### config.mk
export PLATFORM = sky130hd
export DESIGN_NAME = agn_shape
export DESIGN_NICKNAME = d
export VERILOG_FILES = /design/src/rtl/agn_shape.sv
export SDC_FILE = /design/constraint.sdc
export NUM_CORES = 1
export LEC_CHECK = 0
export CORE_UTILIZATION = 70
export CTS_CLUSTER_SIZE = 30
export DETAILED_ROUTE_END_ITERATION = 7
export GPL_ROUTABILITY_DRIVEN = 0
export MAX_ROUTING_LAYER = met4
export PLACE_DENSITY_LB_ADDON = 0.25
export SLEW_MARGIN = 20
export SYNTH_ARGS = -nofsm -noshare
export SYNTH_HDL_FRONTEND = slang
export SYNTH_SLANG_ARGS = --single-unit
### constraint.sdc
create_clock -name clk -period 38 [get_ports clk]
set_input_delay 5.7 -clock clk [delete_from_list [all_inputs] [get_ports clk]]
set_output_delay 5.7 -clock clk [all_outputs]
set_load 0.01 [all_outputs]
### src/rtl/agn_shape.sv
// Pulse shape generator: bursts of parabola/triangle/rectangle/sawtooth pulses,
// scaled by ka*m, shifted down and clipped to the output width.
module agn_shape #(
  parameter int NPW = 10,
  parameter int RW  = 16,
  parameter int MW  = 8,
  parameter int OW  = 12,
  parameter int SH  = 18
) (
  input  logic           clk,
  input  logic           rst_n,
  input  logic           ce,
  input  logic           start,
  input  logic           stop,
  input  logic [NPW-1:0] np,
  input  logic [1:0]     mode,
  input  logic [7:0]     nburst,
  input  logic [15:0]    ka,
  input  logic [MW-1:0]  m,
  output logic           busy,
  output logic           co,
  output logic           done,
  output logic           sat,
  output logic [OW-1:0]  out
);

  localparam int PW = RW + 16 + MW;

  typedef enum logic [1:0] {IDLE, RUN, FIN} state_t;

  state_t                state, state_nx;
  logic [NPW-1:0]        npe_q, idx, idx_nx;
  logic [1:0]            mode_q;
  logic [7:0]            nburst_q, cnt, cnt_nx;
  logic [15:0]           ka_q;
  logic [MW-1:0]         m_q;
  logic [RW-1:0]         para, para_nx;
  logic signed [RW-1:0]  slope, slope_nx;
  logic                  done_q, done_nx, load;

  logic [NPW-1:0]        np_even, npe_in, rev;
  logic                  last, final_pulse;
  logic [RW-1:0]         raw;
  logic [PW-1:0]         prod, scaled;
  logic                  ovf;

  // Odd point counts are rounded down so the parabola recurrence stays exact.
  assign np_even     = {np[NPW-1:1], 1'b0};
  assign npe_in      = (np_even < NPW'(4)) ? NPW'(4) : np_even;
  assign last        = (idx == npe_q - NPW'(1));
  assign final_pulse = (nburst_q != 8'd0) && (cnt + 8'd1 == nburst_q);

  always_ff @(posedge clk) begin
    if (!rst_n) begin
      state    <= IDLE;
      idx      <= '0;
      para     <= '0;
      slope    <= '0;
      cnt      <= '0;
      done_q   <= 1'b0;
      npe_q    <= '0;
      mode_q   <= '0;
      nburst_q <= '0;
      ka_q     <= '0;
      m_q      <= '0;
    end else begin
      state  <= state_nx;
      idx    <= idx_nx;
      para   <= para_nx;
      slope  <= slope_nx;
      cnt    <= cnt_nx;
      done_q <= done_nx;
      if (load) begin
        npe_q    <= npe_in;
        mode_q   <= mode;
        nburst_q <= nburst;
        ka_q     <= ka;
        m_q      <= m;
      end
    end
  end

  // A stop seen on the last point of a pulse ends the burst on that same edge.
  always_comb begin
    state_nx = state;
    idx_nx   = idx;
    para_nx  = para;
    slope_nx = slope;
    cnt_nx   = cnt;
    done_nx  = 1'b0;
    load     = 1'b0;
    if (ce) begin
      case (state)
        IDLE: begin
          if (start) begin
            state_nx = RUN;
            load     = 1'b1;
            idx_nx   = '0;
            para_nx  = '0;
            cnt_nx   = '0;
            slope_nx = $signed(RW'(npe_in >> 1) - RW'(1));
          end
        end
        RUN, FIN: begin
          if (last) begin
            idx_nx   = '0;
            para_nx  = '0;
            slope_nx = $signed(RW'(npe_q >> 1) - RW'(1));
            cnt_nx   = cnt + 8'd1;
            if (state == FIN || stop || final_pulse) begin
              state_nx = IDLE;
              done_nx  = 1'b1;
            end
          end else begin
            idx_nx   = idx + NPW'(1);
            para_nx  = para + $unsigned(slope);
            slope_nx = slope - RW'(1);
            if (state == RUN && stop) state_nx = FIN;
          end
        end
        default: state_nx = IDLE;
      endcase
    end
  end

  assign rev = npe_q - NPW'(1) - idx;

  always_comb begin
    case (mode_q)
      2'd0:    raw = para;
      2'd1:    raw = (idx < rev) ? RW'(idx) : RW'(rev);
      2'd2:    raw = RW'(npe_q >> 1);
      default: raw = RW'(idx);
    endcase
  end

  assign prod   = PW'(raw) * PW'(ka_q) * PW'(m_q);
  assign scaled = prod >> SH;
  assign ovf    = |scaled[PW-1:OW];

  assign busy = (state != IDLE);
  assign co   = busy && last;
  assign done = done_q;
  assign sat  = busy && ovf;
  assign out  = !busy ? '0 : (ovf ? '1 : scaled[OW-1:0]);

endmodule

==> impl_metrics.yaml <==
power:
  finalPower_uw: 305.0
  p_leak_nw: 11.70
  peakVddDrop_uv: 42.48
  power.density_nw_per_um2: 12.88
cts:
  cts_tree: "done"
  clock_latency_ps: 370
  cts_buffers: 9
  cts_sinks: 96
  clk_pin_slew_worst_paths_ps: 70
  post-cts-setup-buffer-count: 0
  post_cts_resized: 0
  htreeDepth: 3
  clockBufferDepth: 2
  ctsHoldBuffers: 0
  root_buffer: "clkbuf_16"
layout:
  multiInputGateArea_um2: 18510
  n_fill_cell: 2358
  area_growth_syn_to_layout_pct: 5.073
  seqCellArea_um2: 1923
  final_util_pct: 74.87
  drive_gt1_share_pct: 2.527
  fin_nets: 3351
timing:
  fin_crit_sh_pct: 65.09
  fmax_mhz: 40.43
  hold_viol: 0
  rsz0062_at_grt: "no"
  fin_skew_ps: 10.12
  max_slew_margin_pct: 29.48
  layout_min_cycle_time_ps: 24730
  fin_tns_setup_ps: 0
  drv_slew: 0
  tightest_slew_ps: 1031
  finalSetupViolCount: 0
critical_path:
  cpMostUsedCell: "fa_1"
  cp_max_fo: 16
  critPathSlowestCell: "a2111oi_0"
  max_stage_delay_ps: 900
  endpoint_kind: "output port"
  crit_type: "reg2out"
  reg2reg_slack_ps: 33450
  crit_required_ps: 32300
  cp.arrival_ps: 19030
  startpoint_type: "register"
global_routing:
  track_usage_pct: 36.74
  grt_antenna_before_repair: 1
  grt_max_degree: 72
  grt_pass1_vias: 20365
  grt_pass1_wl_mm: 95.59
  grt.overflow.total: 0
floorplanning:
  core_um2: 31640
  dieArea_um2: 32930
  initial_utilization_pct: 71.26
  rows: 65
  die_w_um: 181.5
  io_pins: 65
  die_y_um: 181.5
logic_synthesis:
  synth.avg_cell_area_um2: 8.207
  synth_area_leader_cell: "fa_1"
  synth_ff_type: "dfxtp_1"
  yosysUniqueCellTypes: 70
  yosys-top-cells-area: "fa_1 33%, ha_1 11%, dfxtp_1 8.5%, inv_1 7.5%, nand2_1 6.5%"
  ys_warn_count: 0
  synth_nets: 3372
  synth_edf_count: 0
  yosysSeqAreaShare_pct: 8.525
  ys_async_sr_fraction_pct: 0
  synth_cells: 2747
  synth-seq-cells: 96
  synth_area_um2: 22540
  synth_top_area_share_pct: 33.21
drt:
  vias: 19175
  drt_drc_violations_left: 0
  dr.first_iter.drc_count: 1404
  drtPass1Iterations: 6
  avgViaCountPerCell: 6.118
  wirelength_mm: 55.60
  detail_route.wl_per_cell_um: 17.74
  drtAntennaViolNets: 0
place:
  io_buffers: 63
  hpwl_mm: 43.23
status:
  status: "completed"
flow_run:
  cap_violations: 0
worst_hold_path:
  hold_path.class: "reg2reg"
## logic make-up (layout without fill, tap and decap cells)
kind of cell / after synthesis / after routing / share of synthesized area [%]
buffers and inverters: 565 / 549 / 9.474
AND/OR/NAND/NOR: 998 / 998 / 21.96
AO/OA/AOI/OAI: 409 / 409 / 11.56
other: 0 / 1 / 0
multiplexers: 9 / 9 / 0.4107
adder cells (fa/ha/maj): 576 / 576 / 44.42
XOR/XNOR: 94 / 94 / 3.652
flip-flops: 96 / 96 / 8.525
## layer usage
metal / up-vias / GRT usage, % / share of wire [%]
li1: 8705 / - / -
met1: 9477 / 43.29 / 38
met2: 783 / 63.88 / 51
met3: 210 / 3.570 / 6.4
met4: 0 / 16.41 / 4.7
met5: - / - / 0
## final timing paths
kind                            cells after the start      from       end
worst min register to register                      2    m_q[5]    m_q[5]
worst min-delay path                                2    m_q[5]    m_q[5]
worst max register to register                     12  npe_q[3]  slope[9]
worst max-delay path                               60  npe_q[1]   out[10]
## sequential cells by signal (all words and copies together), names as in the netlist
register	count
slope	16
cnt	8
para	16
npe_q	9
state	2
done	1
idx	10
nburst_q	8
m_q	8
ka_q	16
mode_q	2
## cells in the final DEF (no fill, tap or decap), types with 69 or more instances in the layout
cell / netlist / routed
ha_1: 202 / 202
nor2_1: 119 / 118
inv_1: 453 / 453
and3_1: 70 / 69
a21oi_1: 144 / 144
o21ai_0: 71 / 70
nand2_1: 391 / 391
fa_1: 374 / 374
and2_1: 231 / 231
dfxtp_1: 96 / 95
## synth_stat cells (6+ instances only)
| cell type | instances |
|---|---|
| o21ai_1 | 6 |
| a21oi_1 | 144 |
| a221oi_1 | 6 |
| dfxtp_1 | 96 |
| o21a_1 | 14 |
| nor3_1 | 46 |
| and2_1 | 231 |
| a22oi_1 | 9 |
| or3_1 | 8 |
| mux2i_1 | 7 |
| inv_1 | 453 |
| nand3_1 | 33 |
| fa_1 | 374 |
| nand4_1 | 10 |
| a21o_1 | 45 |
| or2_2 | 9 |
| clkbuf_1 | 107 |
| a31oi_1 | 22 |
| and3_1 | 70 |
| nand2b_1 | 26 |
| a21oi_2 | 9 |
| o21bai_1 | 7 |
| nand3b_1 | 8 |
| xor2_1 | 30 |
| nand2_1 | 391 |
| nor2_1 | 119 |
| nor2b_1 | 13 |
| xnor2_1 | 64 |
| nor4_1 | 12 |
| o21ai_0 | 71 |
| a211oi_1 | 19 |
| ha_1 | 202 |
| o22a_1 | 7 |
## metrics by stage
stage	hold slack, ps	instance area (µm²)	worst slack (ps)	std cells
final	465.8	23690	13270	3134
after global routing	488.9	23690	12240	3134
after CTS	467.6	23680	13550	3133
after detailed placement	458.2	23390	14030	3117
after global placement	444.6	23380	14380	3117
after floorplan	442.6	22540	17170	2747
## cell type report
| class | count | share of cell area (%) |
|---|---|---|
| Antenna cell | 1 | 0.01056 |
| Clock buffer | 12 | 1.083 |
| Clock inverter | 4 | 0.1479 |
| Inverter | 454 | 7.194 |
| Multi-Input combinational cell | 2086 | 78.15 |
| Sequential cell | 96 | 8.119 |
| Tap cell | 402 | 2.123 |
| Timing Repair Buffer | 79 | 3.169 |
## power breakdown
| group | switching (mW) | internal, mW |
|---|---|---|
| Clock | 0.0443 | 0.0488 |
| Combinational | 0.0607 | 0.0337 |
| Sequential | 0.0118 | 0.106 |
| Total | 0.117 | 0.188 |
## critical path: cells and delay by family (launching register included)
family,cells,cell delay (ps)
AOI/OAI and AO/OA,23,6730
adders and majority gates,15,6700
and+or+nand+nor,9,2730
buffers and inverters,10,1160
xor gates and xnor gates,2,620
DFF,1,530
muxes,1,140
Note: power is estimated with default switching activity, not from simulation.
